**src/rtl/ula_seq_pkg.sv**
```systemverilog
// Shared state encoding, ULA opcode constants and small decode helpers for the operand sequencer.
// Pure definitions: no latency, no flow control.
package ula_seq_pkg;

   typedef enum logic [2:0] {
      ST_LOAD_A  = 3'd0,
      ST_LOAD_B  = 3'd1,
      ST_LOAD_OP = 3'd2,
      ST_ISSUE   = 3'd3,
      ST_WAIT    = 3'd4,
      ST_SHOW    = 3'd5
   } state_t;

   localparam logic [2:0] OP_SOMA = 3'b000;
   localparam logic [2:0] OP_DIV  = 3'b110;
   localparam logic [2:0] OP_NONE = 3'b111;

   // The ULA decodes OP_SOMA..OP_DIV; OP_NONE is the only unused code.
   function automatic logic op_legal(input logic [2:0] op);
      return (op != OP_NONE) && (op <= OP_DIV);
   endfunction

   function automatic logic [2:0] led_of(input state_t s);
      case (s)
         ST_LOAD_A:  return 3'b001;
         ST_LOAD_B:  return 3'b010;
         ST_LOAD_OP: return 3'b100;
         default:    return 3'b000;
      endcase
   endfunction

endpackage

```
**src/rtl/key_debounce.sv**
```systemverilog
// Debounces one raw active-low key; emits a one-cycle press on the accepted 1->0 edge.
// Press lags a clean raw edge by DEBOUNCE_CYCLES cycles; no backpressure, a held key pulses once.
module key_debounce #(
   parameter int DEBOUNCE_CYCLES = 50000
) (
   input  logic clk,
   input  logic reset_n,
   input  logic key_raw,
   output logic press
);

   localparam int            CW       = $clog2(DEBOUNCE_CYCLES + 1);
   localparam logic [CW-1:0] CNT_LAST = CW'(DEBOUNCE_CYCLES - 1);

   logic [CW-1:0] cnt;
   logic          level;

   // Any cycle where raw agrees with the accepted level restarts the count.
   always_ff @(posedge clk) begin
      if (!reset_n) begin
         cnt   <= '0;
         level <= 1'b1;
         press <= 1'b0;
      end else begin
         press <= 1'b0;
         if (key_raw == level) begin
            cnt <= '0;
         end else if (cnt == CNT_LAST) begin
            cnt   <= '0;
            level <= key_raw;
            press <= level;
         end else begin
            cnt <= cnt + 1'b1;
         end
      end
   end

endmodule

```
**src/rtl/ula_operand_sequencer.sv**
```systemverilog
// Collects A, B, carry-in and opcode from switches, issues one ULA request and holds the result.
// Request waits on req_ready with operands frozen; result wait is bounded by TIMEOUT_CYCLES.
module ula_operand_sequencer
   import ula_seq_pkg::*;
#(
   parameter int DEBOUNCE_CYCLES = 50000,
   parameter int TIMEOUT_CYCLES  = 1000
) (
   input  logic       CLOCK_50,
   input  logic       reset_n,
   input  logic [9:0] SW,
   input  logic [1:0] KEY,
   output logic [3:0] op_a,
   output logic [3:0] op_b,
   output logic       cin,
   output logic [2:0] opcode,
   output logic       req_valid,
   input  logic       req_ready,
   input  logic       res_valid,
   input  logic [7:0] res_data,
   output logic [7:0] result,
   output logic [2:0] state_led,
   output logic       err
);

   localparam int            TW      = $clog2(TIMEOUT_CYCLES + 1);
   localparam logic [TW-1:0] TO_LAST = TW'(TIMEOUT_CYCLES - 1);

   state_t        state, state_nxt;
   logic [TW-1:0] tcnt, tcnt_nxt;
   logic [3:0]    op_a_nxt, op_b_nxt;
   logic          cin_nxt, err_nxt;
   logic [2:0]    opcode_nxt;
   logic [7:0]    result_nxt;
   logic          enter_press, cancel_press, cancel_ok;
   logic          unused_sw;

   assign unused_sw = ^{SW[9], SW[7:4]};

   key_debounce #(.DEBOUNCE_CYCLES(DEBOUNCE_CYCLES)) u_enter_db (
      .clk     (CLOCK_50),
      .reset_n (reset_n),
      .key_raw (KEY[0]),
      .press   (enter_press)
   );

   key_debounce #(.DEBOUNCE_CYCLES(DEBOUNCE_CYCLES)) u_cancel_db (
      .clk     (CLOCK_50),
      .reset_n (reset_n),
      .key_raw (KEY[1]),
      .press   (cancel_press)
   );

   always_comb begin
      state_nxt  = state;
      tcnt_nxt   = '0;
      op_a_nxt   = op_a;
      op_b_nxt   = op_b;
      cin_nxt    = cin;
      opcode_nxt = opcode;
      result_nxt = result;
      err_nxt    = err;
      cancel_ok  = cancel_press && (state inside {ST_LOAD_B, ST_LOAD_OP, ST_SHOW});
      // Gated by reset so a request is withdrawn in the very cycle reset is applied.
      req_valid  = reset_n && (state == ST_ISSUE);
      state_led  = led_of(state);

      case (state)
         ST_LOAD_A: begin
            if (enter_press) begin
               op_a_nxt  = SW[3:0];
               cin_nxt   = SW[8];
               err_nxt   = 1'b0;
               state_nxt = ST_LOAD_B;
            end
         end
         ST_LOAD_B: begin
            if (cancel_ok) begin
               state_nxt = ST_LOAD_A;
            end else if (enter_press) begin
               op_b_nxt  = SW[3:0];
               state_nxt = ST_LOAD_OP;
            end
         end
         ST_LOAD_OP: begin
            if (cancel_ok) begin
               state_nxt = ST_LOAD_A;
            end else if (enter_press) begin
               if (op_legal(SW[2:0])) begin
                  opcode_nxt = SW[2:0];
                  state_nxt  = ST_ISSUE;
               end else begin
                  err_nxt = 1'b1;
               end
            end
         end
         ST_ISSUE: begin
            if (req_ready) state_nxt = ST_WAIT;
         end
         ST_WAIT: begin
            // A result in the last counted cycle takes priority over the timeout.
            if (res_valid) begin
               result_nxt = res_data;
               state_nxt  = ST_SHOW;
            end else if (tcnt == TO_LAST) begin
               result_nxt = '0;
               err_nxt    = 1'b1;
               state_nxt  = ST_SHOW;
            end else begin
               tcnt_nxt = tcnt + 1'b1;
            end
         end
         ST_SHOW: begin
            if (cancel_ok || enter_press) state_nxt = ST_LOAD_A;
         end
         default: state_nxt = ST_LOAD_A;
      endcase
   end

   always_ff @(posedge CLOCK_50) begin
      if (!reset_n) begin
         state  <= ST_LOAD_A;
         tcnt   <= '0;
         op_a   <= '0;
         op_b   <= '0;
         cin    <= 1'b0;
         opcode <= OP_SOMA;
         result <= '0;
         err    <= 1'b0;
      end else begin
         state  <= state_nxt;
         tcnt   <= tcnt_nxt;
         op_a   <= op_a_nxt;
         op_b   <= op_b_nxt;
         cin    <= cin_nxt;
         opcode <= opcode_nxt;
         result <= result_nxt;
         err    <= err_nxt;
      end
   end

endmodule
```
**config.mk**
```make
export PLATFORM = sky130hd
export DESIGN_NAME = ula_operand_sequencer
export DESIGN_NICKNAME = d
export VERILOG_FILES = /design/src/rtl/ula_seq_pkg.sv /design/src/rtl/key_debounce.sv /design/src/rtl/ula_operand_sequencer.sv
export SDC_FILE = /design/constraint.sdc
export NUM_CORES = 1
export LEC_CHECK = 0
export BUFFER_PORTS_ARGS = -buffer_cell sky130_fd_sc_hd__buf_4
export CORE_ASPECT_RATIO = 0.7
export CORE_UTILIZATION = 55
export DETAILED_ROUTE_END_ITERATION = 12
export PLACE_DENSITY = 0.83
export SLEW_MARGIN = 15
export SYNTH_ARGS = -nofsm -noshare
export SYNTH_HDL_FRONTEND = slang
export SYNTH_HIERARCHICAL = 1
export SYNTH_SLANG_ARGS = --single-unit
```
**constraint.sdc**
```tcl
create_clock -name CLOCK_50 -period 2.4 [get_ports CLOCK_50]
set_clock_uncertainty 0.2 [all_clocks]
set_input_delay 0.48 -clock CLOCK_50 [delete_from_list [all_inputs] [get_ports CLOCK_50]]
set_output_delay 0.48 -clock CLOCK_50 [all_outputs]
set_load 0.01 [all_outputs]
```
**After elaboration in Yosys (flattened, before gate mapping)**

Cells that the tools add are included.

- Eq/ne operators: 23
- Bitwise logic cells: 7
- Reductions and logical operators: 21
- Magnitude comparators: 1
- Add/sub/neg operators: 3
- Mux-type cells: 21

Operators with widths:

| cell | count |
|---|---|
| $add 16x1->16 const B | 2 |
| $eq 16x16->1 const B | 2 |
| $mux 3 | 10 |
| $pmux 3 s6 | 1 |
| $mux 8 | 2 |
| $reduce_and 7->1 | 2 |
| $reduce_or 3->1 | 4 |
| $add 10x1->10 const B | 1 |
| $eq 10x10->1 const B | 1 |
| $ne 2x2->1 const B | 5 |
| $ne 3x2->1 const B | 3 |
| $pmux 3 s3 | 1 |
| $reduce_and 2->1 | 4 |
| $not 1->1 | 7 |
| $eq 3x2->1 const B | 2 |
| $eq 3x3->1 const B | 2 |
| $mux 1 | 6 |
| $ne 2x1->1 const B | 3 |
| $ne 3x3->1 const B | 2 |
| $reduce_bool 3->1 | 2 |
| $reduce_and 4->1 | 1 |
| $reduce_or 4->1 | 1 |
| $eq 3x1->1 const B | 1 |
| $le 3x3->1 const B | 1 |
| 7 further kinds | 10 |

- Logic and storage cells: 90
- Register bits after elaboration: 70
- Output and inout bits: 25

**Longest topological paths before layout**

Gate-level depths: netlist (run 1).

- Word-level depth: 6
- Mapped depth: 6
- Gate-level depth less buffers: 5

**Modules after synthesis**

The synthesis (run 1) kept the hierarchy.

By module, submodules not included:

| module | area an instance (um2) | instances | sequential area each (um2) | cells an instance |
|---|---|---|---|---|
| key_debounce | 787.0 | 2 | 360.3 | 86 |
| ula_operand_sequencer | 1443.9 | 1 | 680.7 | 161 |

**Least setup slack after synthesis (run 1)**

No wires, ideal clock.

- Kind: flip-flop to flip-flop
- From: register u_cancel_db.cnt[0]
- To: register u_cancel_db.cnt[11]
- Period minus slack after synthesis: 1.877 ns
- Stages on the path, launching flop included: 7
- Arrival time: 1.563 ns
- Path slack: 0.523 ns
- Setup time: 0.115 ns
- Required time: 2.085 ns
- Path through: dfxtp_1 ha_1 nand3_1 or4_4 nand3_4 buf_8 nor2_1

- Longest elaborated chain between the ends: 2
- Elaborated cells on any way between the ends: 3
- Classes of those cells: add/sub (1); eq/ne (1); reduce/logical (1)

Ends and longest elaborated chain:

| element | line | text |
|---|---|---|
| start, declared | key_debounce.sv:15 | `logic [CW-1:0] cnt;` |
| start signal, assigned | key_debounce.sv:33 | `cnt <= cnt + 1'b1;` |
| parallel branches: the longest is 2 deep, another holds $add 16x1->16 | n/a |  |

Parallel ways; which one is timed is not known.
A chain may end at the register's enable or synchronous reset.

**Worst setup path in the final report (run 1)**

- From: register state[0]
- To: output port state_led[1]

- Longest elaborated chain between the ends: 2
- Elaborated cells on any way between the ends: 4
- Classes of those cells: eq/ne (2); mux (1); reduce/logical (1)

Ends and longest elaborated chain:

| element | line | text |
|---|---|---|
| start, declared | ula_operand_sequencer.sv:29 | `state_t state, state_nxt;` |
| start signal, assigned | ula_operand_sequencer.sv:131 | `state <= state_nxt;` |
| $eq 3x2->1 (tied with other cells) | ula_seq_pkg.sv:24 | `case (s)` |
| $pmux 3 s3 * | ula_seq_pkg.sv:24 |  |
| end, declared | ula_operand_sequencer.sv:22 | `output logic [2:0] state_led,` |

Mark *: on every way between the ends. The rest lies on a longest branch, timed or not.

==> flow_summary.ini, run 1 <==
[placement]
numPortBuffers = 43
place_hpwl_mm = 4.03
gp_congestion = 0.782
pre_cts_ws_ns = 0.438

[worst_setup_path]
cp_max_fo = 12
critPathLaunchType = flop
reg2reg_slack_ns = 0.37
worstPathRequired_ns = 1.72
r2r-start = state[2]
arrival_ns = 1.50
critPathKind = reg -> out
endpoint_kind = output pin
crit_start = state[0]

[detailed_routing]
drc = 0
ant_nets = 0
vias = 2421
first_pass_iters = 5
first_iter_violations = 120
avgViaCountPerCell = 5.26
wl_mm = 5.78
wl_per_cell_um = 12.6

[layout]
multi_input_area_mm2 = 0.00152
ff_latch_area_mm2 = 0.00140
utilization_pct = 68.1
antenna_cells = 0
syn_to_final_growth_pct = 18.6
fin_nets = 410
drive_above_1_share_pct = 18.0
nFillCells = 418

[synthesis]
netlist.area_leader.share_pct = 46.4
synth_edf_count = 0
synth_area_mm2 = 0.00302
ys_ff_latch = 70
synthArstFlopShare_pct = 0
ys.flop_type = dfxtp_1
synthesis.nets = 360
synth_cell_types = 43
synth_area_leaders = dfxtp_1 (46%), xnor2_1 (9.3%), nor2_1 (7.0%)
synth_top_cell_by_area = dfxtp_1
avgSynthCellArea_um2 = 9.06
seq_area_frac_synth_pct = 46.4
synth_cells = 333
yosysWarnings = 6

[timing]
tightest_slew_ns = 0.539
setup_viol = 0
max_freq_mhz = 458
setup-tns-final_ns = 0
rsz0062_at_grt = no
relSlewSlack_pct = 63.8
period_share_pct = 90.9
fin_crit_ns = 2.18
whs_ns = 0.126
setup_ws_ns = 0.219
hold_violations = 0
drv_slew = 0

[cts]
htreeDepth = 3
cts_resized = 0
cts.clk_slew.worst_paths_ns = 0.06
cts_setup_buffers = 0
cts_root_buf = clkbuf_8
clockBufferDepth = 2
cts_tree = built
cts_hold_buf = 0
clk_latency_ns = 0.35
clock_sinks = 70
numCtsBuffers = 9

[worst_hold_path]
hold_path_class = in -> reg
hold_path.startpoint = KEY[1]

[grt]
antenna_found_initial = 0
track_usage_pct = 22.1
grt_max_degree = 17
grt-ovfl-total = 0
first_global_vias = 2191
grt_pass1_wl_mm = 10.1

[power]
powerDensity_mw_per_mm2 = 570
cellLeakagePower_nw = 1.26
ir_worst_vdd_mv = 0.370
finalPower_mw = 2.04

[floorplanning]
die_w_um = 90.5
io_pins = 49
die_h_um = 64.0
coreArea_mm2 = 0.00526
num_rows = 22
start_util_pct = 57.4
die-area_mm2 = 0.00579

[run_status]
status = finished clean

[job]
maxCapViolCount = 0
registers in the layout, summed over array words and instances (netlist names), 3 cells and up:
signal,count
tcnt,10
opcode,3
state,3
op_a,4
u_enter_db/cnt,16
u_cancel_db/cnt,16
result,8
op_b,4
worst paths after layout:
| kind | end | cells after the start |
|---|---|---|
| worst max-delay path | state_led[1] | 2 |
| worst min-delay path | u_cancel_db/press | 2 |
| worst max register to register | tcnt[5] | 3 |
| worst min register to register | cin | 2 |
synth_stat cells (2+ instances only):
master	instances
dfxtp_1	70
nor2_1	56
xnor2_1	32
nand2_1	30
nand3_1	23
nor3_1	16
inv_1	11
a21boi_0	9
a22o_1	8
nand4_1	7
clkbuf_1	6
nor4_1	6
xor2_1	6
mux2i_1	5
nand4bb_1	4
nor2b_1	4
a21oi_1	3
ha_1	3
nand2b_1	3
nor3b_1	3
buf_8	2
nand3_4	2
nand3b_1	2
or4_4	2
or4b_1	2
routing by layer:
| layer | wire length, µm | track usage (%) | vias up |
|---|---|---|---|
| met5 | 0 | 0 | - |
| met4 | 101 | 9.07 | 0 |
| met3 | 342 | 7.50 | 10 |
| met2 | 2530 | 34.6 | 60 |
| met1 | 2810 | 28.2 | 1110 |
| li1 | - | - | 1241 |
layout by cell type (no fill, tap or decap), types with 4 or more instances in the layout:
cell type	count
mux2i_1	5
nand3_1	23
buf_4	48
nand4_1	7
dfxtp_1	70
nor4_1	6
xor2_1	6
a21boi_0	9
nor2b_1	4
nor2_1	56
inv_1	11
nand4bb_1	4
clkbuf_8	10
xnor2_1	32
nand2_1	30
a22o_1	8
nor3_1	16
per-stage QoR:
step	area [µm²]	instances
5_1_grt	3580	460
2_1_floorplan	3020	333
3_3_place_gp	3410	444
3_5_place_dp	3410	444
6_report	3580	460
4_1_cts	3580	460
critical path, stage by stage, from the launching register on:
cell,delay [ns]
dfxtp_1,0.53
nor3b_2,0.43
buf_4,0.20
kinds of logic (layout without fill, tap and decap cells):
kind of cell             after synthesis  after routing  share of synthesized area, %
AO/OA/AOI/OAI                         28             28                          6.88
XOR/XNOR                              38             38                          11.0
adder cells (fa/ha/maj)                3              3                          1.24
buffers and inverters                 20             75                          3.28
flip-flops                            70             70                          46.4
multiplexers                           6              6                          2.03
AND/OR/NAND/NOR                      168            168                          29.1
power by group:
group | internal, mW | switching, mW | total (mW)
clock network | 0.398 | 0.411 | 0.809
registers | 1.16 | 0.00294 | 1.17
logic | 0.0307 | 0.0333 | 0.0640
total | 1.59 | 0.448 | 2.04
final cells by class:
cell class | count | area share, %
Tap cell | 72 | 2.52
Clock inverter | 4 | 0.629
Timing Repair Buffer | 48 | 10.1
Sequential cell | 70 | 39.2
Multi-Input combinational cell | 243 | 42.4
Clock buffer | 12 | 4.06
Inverter | 11 | 1.15
No activity file was read; power rests on OpenSTA's default activity.
==> run 2, diff against run 1 <==
--- a/config.mk
+++ b/config.mk
@@ -5,12 +5,13 @@
 export SDC_FILE = /design/constraint.sdc
 export NUM_CORES = 1
 export LEC_CHECK = 0
+export ABC_AREA = 1
 export BUFFER_PORTS_ARGS = -buffer_cell sky130_fd_sc_hd__buf_4
 export CORE_ASPECT_RATIO = 0.7
 export CORE_UTILIZATION = 55
 export DETAILED_ROUTE_END_ITERATION = 12
-export PLACE_DENSITY = 0.83
-export SLEW_MARGIN = 15
+export PLACE_DENSITY = 0.82
+export SLEW_MARGIN = 30
 export SYNTH_ARGS = -nofsm -noshare
 export SYNTH_HDL_FRONTEND = slang
 export SYNTH_HIERARCHICAL = 1
==> flow_summary.ini, run 2 <==
[detailed_routing]
avgViaCountPerCell = 5.16
wl_per_cell_um = 11.6
first_iter_violations = 291
ant_nets = 0
wl_mm = 7.36
vias = 3265
first_pass_iters = 6
drc = 0

[synthesis]
ys.flop_type = dfxtp_1
synth_area_leaders = dfxtp_1 (40%), nand2_1 (13%), nor2_1 (10%)
synthArstFlopShare_pct = 0
ys_ff_latch = 70
yosysWarnings = 6
avgSynthCellArea_um2 = 6.87
seq_area_frac_synth_pct = 40.5
yosysMostFrequentCell = nand2_1
synth_cells = 504
synth_commonest_cells = nand2_1 (122), nor2_1 (92), dfxtp_1 (70), inv_1 (63), a21oi_1 (39)
netlist.area_leader.share_pct = 40.5
synth_top_cell_by_area = dfxtp_1
synth_cell_types = 29
synth_edf_count = 0
synth_area_mm2 = 0.00346
synthesis.nets = 531

[layout]
final_common_cell = nand2_1
nFillCells = 485
antenna_cells = 0
top_regs = u_cancel_db/cnt (16), u_enter_db/cnt (16), tcnt (10)
fin_nets = 580
drive_above_1_share_pct = 15.4
syn_to_final_growth_pct = 17.3
layout_common_cells = nand2_1 (122), nor2_1 (92), dfxtp_1 (70)

[timing]
relSlewSlack_pct = 69.3
setup-tns-final_ns = 0
fin_crit_ns = 2.02
tightest_slew_ns = 0.461
drv_slew = 0
setup_ws_ns = 0.382
setup_viol = 0
whs_ns = 0.191
max_freq_mhz = 495
hold_violations = 0
rsz0062_at_grt = no
period_share_pct = 84.1

[run_status]
status = finished clean

[worst_setup_path]
worstPathRequired_ns = 1.72
slowest_stage = dfxtp_1
max_stage_delay_ns = 0.39
critPathKind = reg -> out
arrival_ns = 1.34
crit_path_cell_trace = nor2_1, nand2_2, inv_2, buf_4
critPathLaunchType = flop
endpoint_kind = output pin
cp_max_fo = 5

[cts]
clock_sinks = 70
clockBufferDepth = 2
cts.clk_slew.worst_paths_ns = 0.07
clk_latency_ns = 0.34
numCtsBuffers = 9
cts_root_buf = clkbuf_8
cts_setup_buffers = 0
cts_tree = built
cts_hold_buf = 0
cts_resized = 0
htreeDepth = 3

[placement]
pre_cts_ws_ns = 0.467
place_hpwl_mm = 5.28
numPortBuffers = 43
gp_congestion = 0.913

[grt]
first_global_vias = 2797
grt_max_degree = 17
grt_pass1_wl_mm = 12.2
grt-ovfl-total = 0
antenna_found_initial = 0
track_usage_pct = 23.2

[power]
ir_worst_vdd_mv = 0.501
cellLeakagePower_nw = 1.61
finalPower_mw = 2.75
powerDensity_mw_per_mm2 = 678

[floorplanning]
coreArea_mm2 = 0.00590
die_w_um = 96.8
io_pins = 49
die-area_mm2 = 0.00662
start_util_pct = 58.7
num_rows = 23
die_h_um = 68.4

[job]
maxCapViolCount = 0

[worst_hold_path]
hold_path_class = in -> reg
run 2: path summary, 6_finish.rpt:
kind                          from            to  depth (start not counted)  slack (ns)
hold reg to reg            op_b[1]       op_b[1]                          2        0.25
setup / recovery          state[2]  state_led[2]                          4        0.38
hold / removal         res_data[1]     result[1]                          3        0.19
setup reg to reg  u_enter_db/press      state[0]                          7        0.63
run 2: routing by layer:
metal	wire [µm]	GRT usage [%]	vias to the layer above
met5	0	0	-
met4	122	8.58	0
met3	524	7.97	14
met2	3220	38.4	102
met1	3490	28.5	1463
li1	-	-	1686
run 2: logic make-up (layout without fill, tap and decap cells):
logic type / Yosys count / after routing / share of synthesized area, %
AND/OR/NAND/NOR: 295 / 295 / 39.2
flip-flops: 70 / 70 / 40.5
XOR/XNOR: 15 / 15 / 3.79
buffers and inverters: 73 / 127 / 8.49
AO/OA/AOI/OAI: 48 / 48 / 7.01
adder cells (fa/ha/maj): 3 / 3 / 1.08
run 2: area by class of cell:
cell class / instances / area [µm²] / area share [%]
clock buffers: 11 / 141 / 3.48
flip-flops and latches: 70 / 1400 / 34.5
inverters: 68 / 255 / 6.28
clock inverters: 5 / 81.3 / 2.00
repair buffers: 43 / 323 / 7.94
well taps: 75 / 93.8 / 2.31
multi-input cells: 361 / 1770 / 43.5
run 2: metrics by stage:
| step | utilization (%) | cells | instance area (µm²) |
|---|---|---|---|
| final | 68.9 | 633 | 4060 |
| after CTS | 68.9 | 633 | 4060 |
| after global routing | 68.9 | 633 | 4060 |
| after detailed placement | 65.1 | 617 | 3840 |
| after global placement | 65.1 | 617 | 3840 |
| after floorplan | - | 504 | 3460 |
run 2: power by group:
| part | internal [mW] | leakage (nW) | switching (mW) |
|---|---|---|---|
| clock | 0.616 | 0.110 | 0.450 |
| combinational | 0.169 | 0.938 | 0.298 |
| sequential | 1.19 | 0.565 | 0.0344 |
run 2: critical path: cells and delay by family (launching register included):
| family | cells | cell delay [ns] |
|---|---|---|
| buffers and inverters | 2 | 0.28 |
| DFF | 1 | 0.39 |
| and+or+nand+nor | 2 | 0.32 |
==> run 3, diff against run 2 <==
--- a/config.mk
+++ b/config.mk
@@ -8,9 +8,9 @@
 export ABC_AREA = 1
 export BUFFER_PORTS_ARGS = -buffer_cell sky130_fd_sc_hd__buf_4
 export CORE_ASPECT_RATIO = 0.7
-export CORE_UTILIZATION = 55
+export CORE_UTILIZATION = 51
 export DETAILED_ROUTE_END_ITERATION = 12
-export PLACE_DENSITY = 0.82
+export PLACE_DENSITY = 0.8
 export SLEW_MARGIN = 30
 export SYNTH_ARGS = -nofsm -noshare
 export SYNTH_HDL_FRONTEND = slang
==> constraint.sdc (replaced) <==
create_clock -name CLOCK_50 -period 1.7 [get_ports CLOCK_50]
set_clock_uncertainty 0.2 [all_clocks]
set_input_delay 0.34 -clock CLOCK_50 [delete_from_list [all_inputs] [get_ports CLOCK_50]]
set_output_delay 0.34 -clock CLOCK_50 [all_outputs]
set_load 0.01 [all_outputs]
==> flow_summary.ini, run 3 (same netlist as run 2, synthesis figures left out) <==
[power]
finalPower_mw = 3.89
ir_worst_vdd_mv = 0.656
cellLeakagePower_nw = 1.67
powerDensity_mw_per_mm2 = 918

[timing]
setup-tns-final_ns = 0
drv_slew = 0
relSlewSlack_pct = 73.4
whs_ns = 0.0331
rsz0062_at_grt = yes
setup_viol = 0
period_share_pct = 99.7
max_freq_mhz = 590
setup_ws_ns = 0.00591
fin_crit_ns = 1.69
hold_violations = 0
tightest_slew_ns = 0.396

[layout]
layout_common_cells = nand2_1 (120), nor2_1 (86), dfxtp_1 (67)
nFillCells = 550
final_common_cell = nand2_1
drive_above_1_share_pct = 20.0
fin_nets = 592
top_regs = u_cancel_db/cnt (16), u_enter_db/cnt (16), tcnt (10)
antenna_cells = 0
syn_to_final_growth_pct = 22.3
final_cell_count_no_fill = 661
utilization_pct = 66.2
design_area_mm2 = 0.00423

[floorplanning]
die-area_mm2 = 0.00713
num_rows = 24
die_w_um = 100
coreArea_mm2 = 0.00640
io_pins = 49
start_util_pct = 54.1
die_h_um = 70.9

[cts]
numCtsBuffers = 9
clock_sinks = 70
clockBufferDepth = 2
htreeDepth = 3
cts_hold_buf = 0
cts.clk_slew.worst_paths_ns = 0.08
cts_tree = built
clk_latency_ns = 0.36
cts_root_buf = clkbuf_8

[detailed_routing]
drc = 0
wl_per_cell_um = 12.0
first_pass_iters = 5
first_iter_violations = 245
ant_nets = 0
avgViaCountPerCell = 5.03
vias = 3326
wl_mm = 7.95

[placement]
dp_cells = 639
gp_congestion = 0.818
pre_cts_ws_ns = 0.0540
numPortBuffers = 43
place_area_mm2 = 0.00391
place_hpwl_mm = 5.66

[worst_setup_path]
endpoint_kind = output pin
worstPathRequired_ns = 1.16
critPathKind = reg -> out
cp_max_fo = 6
arrival_ns = 1.15
critPathLaunchType = flop

[grt]
grt_max_degree = 17
grt-ovfl-total = 0
antenna_found_initial = 0
track_usage_pct = 23.9
first_global_vias = 3027
grt_pass1_wl_mm = 13.3

[worst_hold_path]
hold_path_class = in -> reg

[job]
maxCapViolCount = 0

[run_status]
status = finished clean
run 3: worst paths after layout:
path | startpoint | endpoint | slack, ns | depth (start not counted)
max | state[0] | req_valid | 0.006 | 3
min | res_data[1] | result[1] | 0.03 | 3
max reg2reg | tcnt[1] | tcnt[8] | 0.10 | 9
min reg2reg | op_b[3] | op_b[3] | 0.24 | 2
run 3: layer usage:
layer	global-route usage [%]	part of all wire [%]	up-vias
li1	-	-	1721
met1	32.6	48	1505
met2	35.7	45	88
met3	7.11	5.7	12
met4	9.02	1.3	0
met5	0	0	-
run 3: layout make-up:
class	count	area, µm²	share of cell area, %
Clock buffer	11	151	3.58
Clock inverter	5	33.8	0.798
Inverter	68	263	6.21
Multi-Input combinational cell	361	1840	43.4
Sequential cell	70	1410	33.4
Tap cell	91	114	2.69
Timing Repair Buffer	55	424	10.0
run 3: where the power goes:
part / switching [mW] / total (mW) / leakage [nW] / internal, mW
Sequential: 0.0875 / 1.78 / 0.567 / 1.69
Clock: 0.642 / 1.25 / 0.0913 / 0.606
Combinational: 0.495 / 0.859 / 1.01 / 0.364
run 3: what timing repair did:
action                                  in CTS  in global routing
setup buffers                                4                  2
gates resized for setup                     14                 17
endpoints found under the setup margin       4                 46
pin swaps                                    1                  4
run 3: worst max-delay path, stage by stage (launching register included):
cell and delay [ns]:
dfxtp_4 0.43, nand3_2 0.11, nor2_1 0.12, buf_4 0.13
